<file path="src/rtl/constants_pkg.sv">
// rtl/constants_pkg.sv - shared datapath widths and the writeback entry type
package constants;

    localparam int WORD_SIZE  = 19;
    localparam int REG_ADDR_W = 3;

    typedef struct packed {
        logic [WORD_SIZE-1:0]  data;
        logic [REG_ADDR_W-1:0] rd;
        logic                  set_flags;
    } wb_entry_t;

endpackage

</file>
<file path="src/rtl/wb_fifo.sv">
// rtl/wb_fifo.sv - ALU result buffer; age-ordered entry view only with ALU_WB_FORWARD_EN
module wb_fifo
    import constants::wb_entry_t;
#(
    parameter int DEPTH = 2,
    localparam int PTR_W = $clog2(DEPTH),
    localparam int CNT_W = $clog2(DEPTH + 1)
) (
    input  logic             clk,
    input  logic             rst,
    input  logic             push,
    input  wb_entry_t        push_entry,
    input  logic             pop,
    output wb_entry_t        head,
    output logic [CNT_W-1:0] count
`ifdef ALU_WB_FORWARD_EN
    ,
    output logic [DEPTH-1:0] age_valid,
    output wb_entry_t        age_entry [DEPTH]
`endif
);

    wb_entry_t        mem [DEPTH];
    logic [PTR_W-1:0] rd_ptr;
    logic [PTR_W-1:0] wr_ptr;

    // Depth need not be a power of two, so wrap explicitly.
    function automatic logic [PTR_W-1:0] wrap_inc(input logic [PTR_W-1:0] p);
        return (p == PTR_W'(DEPTH - 1)) ? '0 : p + 1'b1;
    endfunction

    always_ff @(posedge clk or posedge rst) begin
        if (rst) begin
            rd_ptr <= '0;
            wr_ptr <= '0;
            count  <= '0;
            for (int i = 0; i < DEPTH; i++) begin
                mem[i] <= '0;
            end
        end else begin
            if (push) begin
                mem[wr_ptr] <= push_entry;
                wr_ptr      <= wrap_inc(wr_ptr);
            end
            if (pop) begin
                rd_ptr <= wrap_inc(rd_ptr);
            end
            case ({push, pop})
                2'b10:   count <= count + 1'b1;
                2'b01:   count <= count - 1'b1;
                default: count <= count;
            endcase
        end
    end

    assign head = mem[rd_ptr];

`ifdef ALU_WB_FORWARD_EN
    // Index 0 is the oldest entry (the head), higher indices are younger.
    function automatic logic [PTR_W-1:0] slot_of(input int age);
        return PTR_W'((int'(rd_ptr) + age) % DEPTH);
    endfunction

    always_comb begin
        for (int k = 0; k < DEPTH; k++) begin
            age_entry[k] = mem[slot_of(k)];
            age_valid[k] = (k < int'(count));
        end
    end
`endif

endmodule

</file>
<file path="src/rtl/alu_writeback.sv">
// rtl/alu_writeback.sv - writeback stage: load-priority arbitration, write registers, Z/N flags; forwarding with ALU_WB_FORWARD_EN
module alu_writeback
    import constants::wb_entry_t;
#(
    parameter int WORD_SIZE  = constants::WORD_SIZE,
    parameter int REG_ADDR_W = constants::REG_ADDR_W,
    parameter int FIFO_DEPTH = 2
) (
    input  logic                  clk,
    input  logic                  rst,
    input  logic                  alu_valid,
    output logic                  alu_ready,
    input  logic [WORD_SIZE-1:0]  alu_result,
    input  logic [REG_ADDR_W-1:0] alu_rd,
    input  logic                  alu_set_flags,
    input  logic                  ld_valid,
    input  logic [WORD_SIZE-1:0]  ld_data,
    input  logic [REG_ADDR_W-1:0] ld_rd,
    output logic                  rf_we,
    output logic [REG_ADDR_W-1:0] rf_waddr,
    output logic [WORD_SIZE-1:0]  rf_wdata,
    output logic                  flag_z,
    output logic                  flag_n,
    output logic                  pending
`ifdef ALU_WB_FORWARD_EN
    ,
    input  logic [REG_ADDR_W-1:0] fwd_raddr,
    output logic                  fwd_hit,
    output logic [WORD_SIZE-1:0]  fwd_data
`endif
);

    localparam int CNT_W = $clog2(FIFO_DEPTH + 1);

    wb_entry_t        push_entry;
    wb_entry_t        head;
    logic [CNT_W-1:0] count;
    logic             push;
    logic             pop;

`ifdef ALU_WB_FORWARD_EN
    logic [FIFO_DEPTH-1:0] age_valid;
    wb_entry_t             age_entry [FIFO_DEPTH];
`endif

    // Ready looks only at registered occupancy, keeping ld_valid off the ready path.
    assign alu_ready  = !rst && (count < CNT_W'(FIFO_DEPTH));
    assign push       = alu_valid && alu_ready;
    assign pop        = !ld_valid && (count != '0);
    assign push_entry = '{data: alu_result, rd: alu_rd, set_flags: alu_set_flags};
    assign pending    = (count != '0) || rf_we;

    wb_fifo #(.DEPTH(FIFO_DEPTH)) u_fifo (
        .clk        (clk),
        .rst        (rst),
        .push       (push),
        .push_entry (push_entry),
        .pop        (pop),
        .head       (head),
`ifdef ALU_WB_FORWARD_EN
        .age_valid  (age_valid),
        .age_entry  (age_entry),
`endif
        .count      (count)
    );

    always_ff @(posedge clk or posedge rst) begin
        if (rst) begin
            rf_we    <= 1'b0;
            rf_waddr <= '0;
            rf_wdata <= '0;
            flag_z   <= 1'b0;
            flag_n   <= 1'b0;
        end else if (ld_valid) begin
            rf_we    <= 1'b1;
            rf_waddr <= ld_rd;
            rf_wdata <= ld_data;
        end else if (pop) begin
            rf_we    <= 1'b1;
            rf_waddr <= head.rd;
            rf_wdata <= head.data;
            if (head.set_flags) begin
                flag_z <= (head.data == '0);
                flag_n <= head.data[WORD_SIZE-1];
            end
        end else begin
            rf_we <= 1'b0;
        end
    end

`ifdef ALU_WB_FORWARD_EN
    // Later (younger) matches override earlier ones; the registered write is the fallback.
    always_comb begin
        fwd_hit  = 1'b0;
        fwd_data = '0;
        if (rf_we && (rf_waddr == fwd_raddr)) begin
            fwd_hit  = 1'b1;
            fwd_data = rf_wdata;
        end
        for (int k = 0; k < FIFO_DEPTH; k++) begin
            if (age_valid[k] && (age_entry[k].rd == fwd_raddr)) begin
                fwd_hit  = 1'b1;
                fwd_data = age_entry[k].data;
            end
        end
    end
`endif

endmodule

</file>
<file path="config.mk">
export PLATFORM = sky130hd
export DESIGN_NAME = alu_writeback
export DESIGN_NICKNAME = d
export VERILOG_FILES = /design/src/rtl/constants_pkg.sv /design/src/rtl/wb_fifo.sv /design/src/rtl/alu_writeback.sv
export SDC_FILE = /design/constraint.sdc
export NUM_CORES = 1
export LEC_CHECK = 0
export BUFFER_PORTS_ARGS = -buffer_cell sky130_fd_sc_hd__clkbuf_2
export CAP_MARGIN = 20
export CORE_UTILIZATION = 45
export DETAILED_ROUTE_END_ITERATION = 8
export PLACE_DENSITY = 0.78
export SYNTH_ARGS = -nofsm -noshare
export SYNTH_HDL_FRONTEND = slang
export SYNTH_SLANG_ARGS = --single-unit
</file>
<file path="constraint.sdc">
create_clock -name clk -period 2.4 [get_ports clk]
set_clock_uncertainty 0.2 [all_clocks]
set_input_delay 0.12 -clock clk [delete_from_list [all_inputs] [get_ports clk]]
set_output_delay 0.12 -clock clk [all_outputs]
set_load 0.01 [all_outputs]
</file>
Word level (Yosys, flattened, before mapping)
Index checks and enable logic that the tools add are counted.
{"block": "op_classes", "add_sub_neg": 4, "n_lt_le_gt_ge": 4, "n_eq_ne": 2, "n_mux": 15, "bitwise": 3, "reduce_logical": 12}
{"operator": "2-to-1 mux 23 bit", "count": 4}
{"operator": "bitwise mux 46 bit", "count": 1}
{"operator": "2-to-1 mux 19 bit", "count": 2}
{"operator": "demux 23 bit (select 1 bit)", "count": 1}
{"operator": "zero test 19 bit", "count": 1}
{"operator": "2-to-1 mux 3 bit", "count": 2}
{"operator": "nonzero test 2 bit", "count": 3}
{"operator": ">= comparator 2 bit (second input constant)", "count": 2}
{"operator": "logical AND 1 bit", "count": 4}
{"operator": "2-to-1 mux 1 bit", "count": 4}
{"operator": "NOT 1 -> 2 bit", "count": 2}
{"operator": "one-hot mux 2 bit (2 select lines)", "count": 1}
{"operator": "AND reduction 3 bit", "count": 1}
{"operator": "adder 1 bit (second input constant)", "count": 2}
{"operator": "adder 2 x 1 -> 2 bit (second input constant)", "count": 1}
{"operator": "equality test 2 x 1 -> 1 bit (second input constant)", "count": 1}
{"operator": "equality test 2 bit (second input constant)", "count": 1}
{"operator": "zero test 1 bit", "count": 2}
{"operator": "< comparator 2 x 1 -> 1 bit (second input constant)", "count": 1}
{"operator": "< comparator 2 bit (second input constant)", "count": 1}
{"operator": "subtractor 2 x 1 -> 2 bit (second input constant)", "count": 1}
{"operator": "logical OR 1 bit", "count": 1}
{"operator": "NOT 1 bit", "count": 1}
{"block": "totals", "reg_bits": 75, "in_bits": 49, "output_inout_bits": 27, "wordCells": 54}

Depth between registers and ports, before layout
Gate-level depths: netlist (run 1).
{"block": "depth", "word_depth": 6, "mapped_depth": 8, "mapped_depth_nobuf": 6}

By module
Synthesis (run 1) repeated with hierarchy kept, for this count alone.
{"block": "hier_totals", "hier_cells": 253, "hier_area_um2": 3414.5}
{"mod": "wb_fifo", "n_inst": 1, "cells_per_inst": 137, "area_per_inst_um2": 2210.9, "seq_area_each_um2": 1251.2}
{"mod": "alu_writeback", "n_inst": 1, "cells_per_inst": 116, "area_per_inst_um2": 1203.7, "seq_area_each_um2": 625.6}

Worst setup path before layout (run 1)
Ideal clock, no wire load.
{"block": "synth_path", "path_kind": "reg2reg", "startpoint": "register u_fifo.count[0]", "endpoint": "register u_fifo.count[1]", "arrival_ns": 1.538, "slack_ns": 0.583, "stages_incl_launch_ff": 8, "n_path_buf": 2, "path_cell_list": "dfrtp_1 buf_4 nor2_2 buf_2 nor2_1 ha_1 nor2_1 xor2_1"}
{"block": "synth_between", "elab_cells_between_ends": 11, "classes_between": "2 x add/sub; 1 x order compare; 2 x eq/ne; 1 x mux; 5 x reduce/logical"}
{"item": "from (decl)", "line_no": "wb_fifo.sv:15", "text": "output logic [CNT_W-1:0] count"}
{"item": "from (signal assigned)", "line_no": "wb_fifo.sv:49", "text": "2'b10: count <= count + 1'b1;"}
{"item": "from (signal assigned)", "line_no": "wb_fifo.sv:50", "text": "2'b01: count <= count - 1'b1;"}
{"item": "from (signal assigned)", "line_no": "wb_fifo.sv:51", "text": "default: count <= count;"}
{"item": "nonzero test 2 bit *", "line_no": "alu_writeback.sv:49", "text": "assign pop = !ld_valid && (count != '0);"}
{"item": "logical AND 1 bit *", "line_no": "alu_writeback.sv:49"}
{"item": "named net pop", "line_no": "alu_writeback.sv:39", "text": "logic pop;"}
{"item": "equality test 2 x 1 -> 1 bit or equality test 2 bit (tied branches)", "line_no": "wb_fifo.sv:48", "text": "case ({push, pop})"}
{"item": "one-hot mux 2 bit (2 select lines) or nonzero test 2 bit (tied branches)"}
The timed path passes the listed nets; every way through them passes the cells marked *.
A chain may end at the register's enable or synchronous reset.

Final worst setup path (run 1)
{"block": "layout_path", "startpoint": "register u_fifo.count[1]", "endpoint": "register u_fifo.mem[28] (netlist bit)"}
{"block": "layout_between", "elab_chain_len": 3}
{"item": "< comparator 2 bit", "line_no": "alu_writeback.sv:47", "text": "assign alu_ready = !rst && (count < CNT_W'(FIFO_DEPTH));"}
{"item": "logical AND 1 bit", "line_no": "alu_writeback.sv:47"}
{"item": "logical AND 1 bit", "line_no": "alu_writeback.sv:48", "text": "assign push = alu_valid && alu_ready;"}
{"item": "to (signal, indexed assignment)", "line_no": "wb_fifo.sv:42", "text": "mem[wr_ptr] <= push_entry;"}
{"item": "to (decl)", "line_no": "wb_fifo.sv:23", "text": "wb_entry_t mem [DEPTH];"}
No other way between the ends.

==> results of run 1 <==
area by class of cell:
class | count | area (um^2) | share of cell area [%]
Clock buffer | 11 | 141.4 | 3.140
Clock inverter | 5 | 52.55 | 1.167
Inverter | 1 | 3.754 | 0.08336
Multi-Input combinational cell | 191 | 1386 | 30.79
Sequential cell | 75 | 1877 | 41.68
Tap cell | 99 | 123.9 | 2.751
Timing Repair Buffer | 130 | 918.4 | 20.39
power breakdown:
group	switching, W	internal (W)	total [W]	leakage [nW]
combinational	0.000932	0.00100	0.00193	1.10
clock	0.000449	0.000503	0.000952	0.0991
sequential	0.000429	0.00185	0.00228	0.903
logic make-up after synthesis:
| group | count (synthesis) | share of synthesized area, % |
|---|---|---|
| DFF | 75 | 55.45 |
| xor gates and xnor gates | 5 | 1.294 |
| buffers and inverters | 20 | 3.733 |
| and+or+nand+nor | 66 | 9.094 |
| adders and majority gates | 1 | 0.3696 |
| AOI/OAI and AO/OA | 50 | 7.949 |
| muxes | 69 | 22.11 |
per-stage QoR:
step                power, W  instance area (um^2)
finish              0.005169                  4503
global route        0.005548                  4503
CTS                 0.005206                  4503
detailed placement  0.004193                  3839
global placement    0.004119                  3839
floorplan           0.003675                  3385
final timing paths:
check                      cells after the start             from  slack (ns)             end
setup reg to reg                               5  u_fifo.count[1]        0.50  u_fifo.mem[28]
hold / removal                                 3         ld_valid        0.07     rf_waddr[2]
max in group asynchronous                      4              rst        1.07     rf_wdata[6]
min in group asynchronous                      3              rst        0.21  u_fifo.mem[17]
hold reg to reg                                1    u_fifo.mem[1]        0.29   u_fifo.mem[1]
setup / recovery                               5  u_fifo.count[1]        0.50  u_fifo.mem[28]
state kept, by name, indices dropped and copies added (netlist names):
name	count
u_fifo.mem	46
rf_wdata	19
rf_waddr	3
u_fifo.count	2
flag_n	1
flag_z	1
rf_we	1
u_fifo.rd_ptr	1
u_fifo.wr_ptr	1
layer usage:
| layer | vias to the layer above | GRT usage [%] | share of wire, % |
|---|---|---|---|
| met3 | 9 | 4.478 | 4.7 |
| met5 | - | 0 | 0 |
| met1 | 1264 | 25.50 | 45 |
| li1 | 1246 | - | - |
| met4 | 0 | 6.158 | 1.3 |
| met2 | 63 | 34.20 | 49 |
cells in the final DEF, fill, tap and decap left out, types with 4 or more instances in the layout:
cell / n
nor4_1: 4
a21oi_1: 22
o21ai_0: 24
dlygate4sd3_1: 47
nand2_1: 26
mux2i_1: 23
clkbuf_2: 75
clkbuf_8: 10
nor2_1: 24
dfrtp_1: 75
mux2_2: 43
buf_4: 7
worst max-delay path: stages, from the launching register on:
cell,delay (ns)
dfrtp_1,0.50
nor2_4,0.15
nand2_1,0.15
nor2_4,0.10
buf_4,0.30
mux2_2,0.37
repair_timing:
item | 4_1_cts | 5_1_grt
hold endpoints to repair | 94 | 0
endpoints found under the setup margin | 0 | 0
hold buffers | 47 | 0
cells in the mapped netlist (2+ instances only):
| master | number |
|---|---|
| mux2_2 | 43 |
| nor2_4 | 2 |
| or3_1 | 3 |
| dfrtp_1 | 75 |
| nor2_1 | 24 |
| clkbuf_1 | 5 |
| or4_1 | 2 |
| o21ai_0 | 24 |
| buf_6 | 3 |
| mux2i_1 | 23 |
| xnor2_1 | 3 |
| buf_2 | 5 |
| nor4_1 | 4 |
| buf_4 | 6 |
| mux2_1 | 3 |
| a21oi_1 | 22 |
| nand2_1 | 26 |
| xor2_1 | 2 |
==> flow_summary.html, run 1 <==
<table>
<tr><th>Metric</th><th>Value</th></tr>
<tr><th colspan="2">Synthesis</th></tr>
<tr><td>Number of distinct standard cells referenced by the synthesized netlist</td><td>29</td></tr>
<tr><td>Synth top area share</td><td>55.45%</td></tr>
<tr><td>Flip-flop and latch count after synthesis</td><td>75</td></tr>
<tr><td>Top cells by area, synth</td><td>dfrtp_1 55%, mux2_2 14%, mux2i_1 6.8%</td></tr>
<tr><td>Post-synthesis instance area</td><td>about 3400 um^2</td></tr>
<tr><td>Avg Inst Size Synth</td><td>11.83 um^2</td></tr>
<tr><td>Top cell type by total area after synthesis</td><td>dfrtp_1</td></tr>
<tr><td>Synthesized Nets</td><td>336</td></tr>
<tr><td>Count of flip-flops with a built-in enable after synthesis</td><td>0</td></tr>
<tr><td>Sequential area share after synthesis</td><td>55.45%</td></tr>
<tr><td>Cells after Synth</td><td>286</td></tr>
<tr><td>Commonest register cell after synthesis</td><td>dfrtp_1</td></tr>
<tr><td>FFs w/ async S/R, synth</td><td>100.0%</td></tr>
<tr><td>Warnings, synthesis</td><td>0</td></tr>
<tr><th colspan="2">Timing</th></tr>
<tr><td>Setup slack after layout</td><td>0.4964 ns</td></tr>
<tr><td>Total negative slack</td><td>0 ns</td></tr>
<tr><td>Final hold vios</td><td>0</td></tr>
<tr><td>Slew @ Worst Pin</td><td>0.5826 ns</td></tr>
<tr><td>Finish-stage setup viols</td><td>0</td></tr>
<tr><td>Final number of max-transition violations</td><td>0</td></tr>
<tr><td>Tmin final</td><td>1.904 ns</td></tr>
<tr><td>Unrepaired setup endpoints after global routing</td><td>false</td></tr>
<tr><td>Hold Slack</td><td>around 0.072 ns</td></tr>
<tr><td>Maximum achievable frequency</td><td>525.3 MHz</td></tr>
<tr><td>Final cycle utilization of the critical path</td><td>79.32%</td></tr>
<tr><td>Max transition margin</td><td>61.10%</td></tr>
<tr><th colspan="2">Drt</th></tr>
<tr><td>Total routed wirelength</td><td>slightly above 7 mm</td></tr>
<tr><td>Vias/cell</td><td>5.043</td></tr>
<tr><td>Vias</td><td>2,582</td></tr>
<tr><td>Antenna Violating Nets Remaining</td><td>0</td></tr>
<tr><td>First drt pass iteration count</td><td>4</td></tr>
<tr><td>First-iteration detailed-routing DRC count</td><td>116</td></tr>
<tr><td>Drt wl/cell</td><td>between 10 and 15 um</td></tr>
<tr><td>Drt drc</td><td>0</td></tr>
<tr><th colspan="2">Floorplan</th></tr>
<tr><td>Top-level port count</td><td>76</td></tr>
<tr><td>DIE AREA</td><td>between 7000 and 8000 um^2</td></tr>
<tr><td>Core region area</td><td>7253 um^2</td></tr>
<tr><td>DIE HEIGHT</td><td>slightly below 90 um</td></tr>
<tr><td>Initial Util</td><td>46.66%</td></tr>
<tr><td>Rows</td><td>31</td></tr>
<tr><td>Horiz. Die Dim</td><td>88.73 um</td></tr>
<tr><th colspan="2">Placed design</th></tr>
<tr><td>Placed Cells</td><td>around 450</td></tr>
<tr><td>Port bufs</td><td>75</td></tr>
<tr><td>DP Worst Slack</td><td>just under 0.5 ns</td></tr>
<tr><td>Final weighted congestion in routability-driven placement</td><td>0.7489</td></tr>
<tr><td>DP HPWL</td><td>4.865 mm</td></tr>
<tr><th colspan="2">CTS</th></tr>
<tr><td>Clock tree from TritonCTS</td><td>done</td></tr>
<tr><td>Worst-path clk slew</td><td>about 0.07 ns</td></tr>
<tr><td>CTS-repair resized insts</td><td>0</td></tr>
<tr><td>Post-CTS Setup Inserts</td><td>0</td></tr>
<tr><td>Clock buffer depth</td><td>2</td></tr>
<tr><td>Clock Tree Root</td><td>clkbuf_8</td></tr>
<tr><td>Maximum level of the CTS H-tree</td><td>3</td></tr>
<tr><td>Clock latency at the later pin of the worst-skew pair</td><td>0.35 ns</td></tr>
<tr><td>Clock net sink count</td><td>75</td></tr>
<tr><td>Number of buffers inserted during clock tree synthesis</td><td>9</td></tr>
<tr><th colspan="2">GRT</th></tr>
<tr><td>Number of antenna violations at the first check in global routing</td><td>0</td></tr>
<tr><td>Global router's overall resource usage</td><td>20.04%</td></tr>
<tr><td>Grt total ovfl</td><td>0</td></tr>
<tr><td>Via count of the first global-routing pass</td><td>2,555</td></tr>
<tr><td>Wire length of the first global-routing pass</td><td>roughly 12 mm</td></tr>
<tr><td>Maximum number of pins on one net before global-route repair</td><td>35</td></tr>
<tr><th colspan="2">Worst setup path</th></tr>
<tr><td>Data required time of the worst path</td><td>2.43 ns</td></tr>
<tr><td>Arrival time worst endpoint</td><td>1.94 ns</td></tr>
<tr><td>Worst Path Max Fanout</td><td>23</td></tr>
<tr><td>Kind of end point of the critical path</td><td>register</td></tr>
<tr><td>Kind of launch point of the worst setup path</td><td>register</td></tr>
<tr><td>Crit path kind</td><td>register to register</td></tr>
<tr><th colspan="2">Power</th></tr>
<tr><td>Leakage component of the power</td><td>2.107 nW</td></tr>
<tr><td>Power Density</td><td>1148 nW/um^2</td></tr>
<tr><td>Worst vdd rail ir drop</td><td>0.0004672 V</td></tr>
<tr><th colspan="2">Cells and area</th></tr>
<tr><td>Number of diodes added for antenna fixing</td><td>0</td></tr>
<tr><td>Number of nets at the end of the flow</td><td>between 400 and 500</td></tr>
<tr><td>End-of-flow core utilization</td><td>62.08%</td></tr>
<tr><td>Number of cells in the finished layout apart from fillers</td><td>512</td></tr>
<tr><td>Area growth from synthesis to layout</td><td>33.05%</td></tr>
<tr><td>Count of filler cells inserted in the layout</td><td>578</td></tr>
<tr><td>Fraction of layout instances using a drive strength above 1</td><td>35.35%</td></tr>
<tr><th colspan="2">Hold path</th></tr>
<tr><td>Kind of path behind the tightest hold check</td><td>primary input to register</td></tr>
<tr><th colspan="2">Run</th></tr>
<tr><td>Count of max-cap constraint violations</td><td>0</td></tr>
<tr><th colspan="2">Outcome</th></tr>
<tr><td>Run status</td><td>finished, final reports clean</td></tr>
</table>
No activity file was read; power rests on OpenSTA's default activity.
==> run 2: changes to the inputs <==
- ABC_AREA: default -> 1
- clock period: 2.4 -> 1.8 ns (I/O delays scaled with it)
==> flow_summary.html, run 2 <==
<table>
<tr><th>Metric</th><th>Value</th></tr>
<tr><th colspan="2">Outcome</th></tr>
<tr><td>Run status</td><td>finished, final reports clean</td></tr>
<tr><th colspan="2">Drt</th></tr>
<tr><td>Drt wl/cell</td><td>13.03 um (-8.1%)</td></tr>
<tr><td>Vias</td><td>3,069 (+19%)</td></tr>
<tr><td>Total routed wirelength</td><td>8.352 mm (+15%)</td></tr>
<tr><td>First-iteration detailed-routing DRC count</td><td>201 (+73%)</td></tr>
<tr><td>Vias/cell</td><td>4.788 (-5.1%)</td></tr>
<tr><td>Antenna Violating Nets Remaining</td><td>0 (unchanged)</td></tr>
<tr><td>Drt drc</td><td>0 (unchanged)</td></tr>
<tr><td>First drt pass iteration count</td><td>4 (unchanged)</td></tr>
<tr><th colspan="2">Worst setup path</th></tr>
<tr><td>Worst reg2reg startpoint</td><td>u_fifo.count[1]</td></tr>
<tr><td>Bufs and invs on worst path</td><td>1 (unchanged)</td></tr>
<tr><td>Data required time of the worst path</td><td>1.84 ns (-0.59 ns)</td></tr>
<tr><td>Family of cells with the greatest summed delay on the critical path</td><td>simple AND/OR/NAND/NOR gates</td></tr>
<tr><td>Capture point of the worst reg-to-reg path</td><td>u_fifo.mem[39]</td></tr>
<tr><td>Kind of end point of the critical path</td><td>register</td></tr>
<tr><td>Peak per-stage delay on the critical path</td><td>0.45 ns (-0.05 ns)</td></tr>
<tr><td>Worst Path Max Fanout</td><td>47 (+100%)</td></tr>
<tr><td>Internal reg-to-reg setup slack</td><td>0.1 ns (-0.40 ns)</td></tr>
<tr><td>Slowest cell on the critical path</td><td>dfrtp_1</td></tr>
<tr><td>Reg2Reg Depth</td><td>6 (+1)</td></tr>
<tr><td>Arrival time worst endpoint</td><td>1.74 ns (-0.20 ns)</td></tr>
<tr><td>Critical-path cell list</td><td>nor2_4, nand2_2, or2_2, buf_12, nand2_1, o21ai_2</td></tr>
<tr><td>Crit path kind</td><td>register to register</td></tr>
<tr><td>Kind of launch point of the worst setup path</td><td>register</td></tr>
<tr><th colspan="2">GRT</th></tr>
<tr><td>Wire length of the first global-routing pass</td><td>13.66 mm (+16%)</td></tr>
<tr><td>Maximum number of pins on one net before global-route repair</td><td>48 (+37%)</td></tr>
<tr><td>Number of antenna violations at the first check in global routing</td><td>0 (unchanged)</td></tr>
<tr><td>Via count of the first global-routing pass</td><td>2,953 (+16%)</td></tr>
<tr><td>Global router's overall resource usage</td><td>23.06% (+3.0 points)</td></tr>
<tr><td>Grt total ovfl</td><td>0 (unchanged)</td></tr>
<tr><th colspan="2">Synthesis</th></tr>
<tr><td>FFs w/ async S/R, synth</td><td>100.0% (unchanged)</td></tr>
<tr><td>Sequential area share after synthesis</td><td>55.47% (about the same)</td></tr>
<tr><td>Top cell type by total area after synthesis</td><td>dfrtp_1</td></tr>
<tr><td>Count of flip-flops with a built-in enable after synthesis</td><td>0 (unchanged)</td></tr>
<tr><td>Synthesized Nets</td><td>456 (+36%)</td></tr>
<tr><td>Commonest register cell after synthesis</td><td>dfrtp_1</td></tr>
<tr><td>Number of distinct standard cells referenced by the synthesized netlist</td><td>24 (-17%)</td></tr>
<tr><td>Cells after Synth</td><td>406 (+42%)</td></tr>
<tr><td>Synth top area share</td><td>55.47% (about the same)</td></tr>
<tr><td>Top cells by area, synth</td><td>dfrtp_1 55%, nand2_1 20%, o21ai_0 4.0%</td></tr>
<tr><td>Warnings, synthesis</td><td>0 (unchanged)</td></tr>
<tr><td>Flip-flop and latch count after synthesis</td><td>75 (unchanged)</td></tr>
<tr><td>Leading post-synthesis cells by instance count</td><td>177 x nand2_1, 75 x dfrtp_1, 34 x inv_1, 27 x o21ai_0, 18 x nand3_1</td></tr>
<tr><td>Most frequently used cell type in the post-synthesis netlist</td><td>nand2_1</td></tr>
<tr><td>Avg Inst Size Synth</td><td>8.333 um^2 (-30%)</td></tr>
<tr><td>Post-synthesis instance area</td><td>3383 um^2 (about the same)</td></tr>
<tr><th colspan="2">Cells and area</th></tr>
<tr><td>Fraction of layout instances using a drive strength above 1</td><td>22.88% (-12 points)</td></tr>
<tr><td>Biggest register</td><td>u_fifo.mem</td></tr>
<tr><td>Multi-input logic area</td><td>1269 um^2 (-8.5%)</td></tr>
<tr><td>Most common library cell in the layout ignoring fill and taps</td><td>nand2_1</td></tr>
<tr><td>Sequential cell area</td><td>1877 um^2 (unchanged)</td></tr>
<tr><td>Number of diodes added for antenna fixing</td><td>0 (unchanged)</td></tr>
<tr><td>Area growth from synthesis to layout</td><td>38.09%</td></tr>
<tr><td>Number of nets at the end of the flow</td><td>588 (+28%)</td></tr>
<tr><td>Flip-flop count of the largest register after layout</td><td>46 (unchanged)</td></tr>
<tr><td>Commonest cells after routing, fill and taps aside</td><td>177 x nand2_1, 75 x dfrtp_1, 75 x clkbuf_2</td></tr>
<tr><td>Count of filler cells inserted in the layout</td><td>568 (-1.7%)</td></tr>
<tr><td>Largest regs</td><td>u_fifo.mem: 46 flops, rf_wdata: 19 flops, rf_waddr: 3 flops</td></tr>
<tr><td>Final design area excluding fillers</td><td>4672 um^2 (+3.8%)</td></tr>
<tr><th colspan="2">Timing</th></tr>
<tr><td>Max transition margin</td><td>63.21% (+2.1 points)</td></tr>
<tr><td>Setup slack after layout</td><td>0.09853 ns (-0.3979 ns)</td></tr>
<tr><td>Tmin final</td><td>1.701 ns (-0.2021 ns)</td></tr>
<tr><td>Total negative slack</td><td>0 ns (unchanged)</td></tr>
<tr><td>Slew @ Worst Pin</td><td>0.5519 ns (-0.03076 ns)</td></tr>
<tr><td>Finish-stage setup viols</td><td>0 (unchanged)</td></tr>
<tr><td>Unrepaired setup endpoints after global routing</td><td>false</td></tr>
<tr><td>Maximum achievable frequency</td><td>587.7 MHz (+12%)</td></tr>
<tr><td>Final cycle utilization of the critical path</td><td>94.53% (+15 points)</td></tr>
<tr><td>Final hold vios</td><td>0 (unchanged)</td></tr>
<tr><td>Final number of max-transition violations</td><td>0 (unchanged)</td></tr>
<tr><th colspan="2">Power</th></tr>
<tr><td>Gate power share</td><td>38.7% (+1.3 points)</td></tr>
<tr><td>Worst vdd rail ir drop</td><td>0.0004907 V (+5.0%)</td></tr>
<tr><td>Switching power</td><td>0.002687 W (+48%)</td></tr>
<tr><td>Leakage component of the power</td><td>2.446 nW (+16%)</td></tr>
<tr><td>Net switching fraction of the power</td><td>38.27% (+3.3 points)</td></tr>
<tr><td>Sequential power share</td><td>41.3% (-2.8 points)</td></tr>
<tr><td>Internal power</td><td>0.004334 W (+29%)</td></tr>
<tr><td>Total Power</td><td>0.007021 W (+36%)</td></tr>
<tr><td>Power Density</td><td>1503 nW/um^2 (+31%)</td></tr>
<tr><td>Part of the power in the clock network</td><td>20.0% (+1.6 points)</td></tr>
<tr><th colspan="2">Run</th></tr>
<tr><td>Count of max-cap constraint violations</td><td>0 (unchanged)</td></tr>
<tr><th colspan="2">Placed design</th></tr>
<tr><td>Final weighted congestion in routability-driven placement</td><td>0.7905 (+5.6%)</td></tr>
<tr><td>Port bufs</td><td>75 (unchanged)</td></tr>
<tr><td>DP HPWL</td><td>5.188 mm (+6.6%)</td></tr>
<tr><td>DP Worst Slack</td><td>0.1098 ns (-0.3805 ns)</td></tr>
<tr><td>Standard cell area after detailed placement</td><td>3901 um^2 (+1.6%)</td></tr>
<tr><th colspan="2">CTS</th></tr>
<tr><td>Clock latency at the later pin of the worst-skew pair</td><td>0.35 ns (about the same)</td></tr>
<tr><td>Maximum level of the CTS H-tree</td><td>3 (unchanged)</td></tr>
<tr><td>Clock tree from TritonCTS</td><td>done</td></tr>
<tr><td>Clock net sink count</td><td>75 (unchanged)</td></tr>
<tr><td>Worst-path clk slew</td><td>0.08 ns (about the same)</td></tr>
<tr><td>Clock Tree Root</td><td>clkbuf_8</td></tr>
<tr><td>Number of buffers inserted during clock tree synthesis</td><td>9 (unchanged)</td></tr>
<tr><td>Clock buffer depth</td><td>2 (unchanged)</td></tr>
<tr><th colspan="2">Floorplan</th></tr>
<tr><td>DIE AREA</td><td>7869 um^2 (about the same)</td></tr>
<tr><td>Core region area</td><td>7253 um^2 (unchanged)</td></tr>
<tr><td>DIE HEIGHT</td><td>88.71 um (about the same)</td></tr>
<tr><td>Initial Util</td><td>46.64% (about the same)</td></tr>
<tr><td>Horiz. Die Dim</td><td>88.71 um (about the same)</td></tr>
<tr><td>Top-level port count</td><td>76 (unchanged)</td></tr>
<tr><td>Rows</td><td>31 (unchanged)</td></tr>
<tr><th colspan="2">Hold path</th></tr>
<tr><td>Kind of path behind the tightest hold check</td><td>primary input to async pin</td></tr>
</table>
==> run 2: cell families (layout without fill, tap and decap cells) <==
logic type	count (synthesis)	count (layout)	synth area share (%)
AND/OR/NAND/NOR	212	212	24.74
flip-flops	75	75	55.47
AO/OA/AOI/OAI	58	58	10.50
buffers and inverters	55	191	7.544
XOR/XNOR	3	3	0.7768
multiplexers	2	2	0.5917
adder cells (fa/ha/maj)	1	1	0.3698
==> run 2: how the worst max path moves through the flow <==
stage | start | end | slack (ns) | cells after the start
CTS | u_fifo.count[1] | flag_z | 0.06 | 7
detailed placement | u_fifo.count[1] | flag_z | 0.11 | 7
global route | rst | u_fifo.mem[24] | 0.02 | 8
global placement | u_fifo.count[1] | flag_z | 0.18 | 7
finish | u_fifo.count[1] | u_fifo.mem[39] | 0.1 | 6
floorplan | u_fifo.count[1] | u_fifo.count[1] | 0.03 | 8
==> run 2: through the flow <==
| stage | hold WS [ns] | util, % | std cells |
|---|---|---|---|
| floorplan | 0.01105 | - | 406 |
| global placement | 0.06638 | 53.79 | 571 |
| detailed placement | 0.07075 | 53.79 | 571 |
| CTS | 0.2454 | 64.33 | 641 |
| global route | 0.3011 | 64.41 | 641 |
| finish | 0.2433 | 64.41 | 641 |
==> run 2: cell type report <==
type / instances / share of cell area [%]
Inverter: 34 / 2.812
Sequential cell: 75 / 40.17
Timing Repair Buffer: 142 / 22.63
Clock buffer: 9 / 2.651
Clock inverter: 6 / 1.928
Multi-Input combinational cell: 276 / 27.16
Tap cell: 99 / 2.651
==> run 2: repair_timing <==
action / in CTS / in global routing
endpoints found under the hold margin: 145 / 0
hold buffers: 55 / 0
gates resized for setup: 0 / 2
setup buffers: 0 / 0
setup endpoints to repair: 0 / 3
==> run 2: worst register-to-register path, delay by kind of cell, from the launching register on <==
family | cells | cell delay, ns
buffers and inverters | 1 | 0.20
AOI/OAI and AO/OA | 1 | 0.05
and+or+nand+nor | 4 | 0.68
DFF | 1 | 0.45
==> run 2: power groups by stage <==
stage	clock, W	combinational (W)	sequential (W)
global route	0.00149	0.00309	0.00298
floorplan	0	0.00169	0.00291
finish	0.00141	0.00272	0.00290
global placement	0	0.00246	0.00287
CTS	0.00143	0.00267	0.00289
detailed placement	0	0.00254	0.00291
==> run 2: per-layer routing <==
metal,vias up,global-route usage [%],wire length (um)
li1,1529,-,-
met1,1438,30.46,3746
met2,84,37.69,4053
met3,18,4.571,389
met4,0,8.651,163
met5,-,0,0
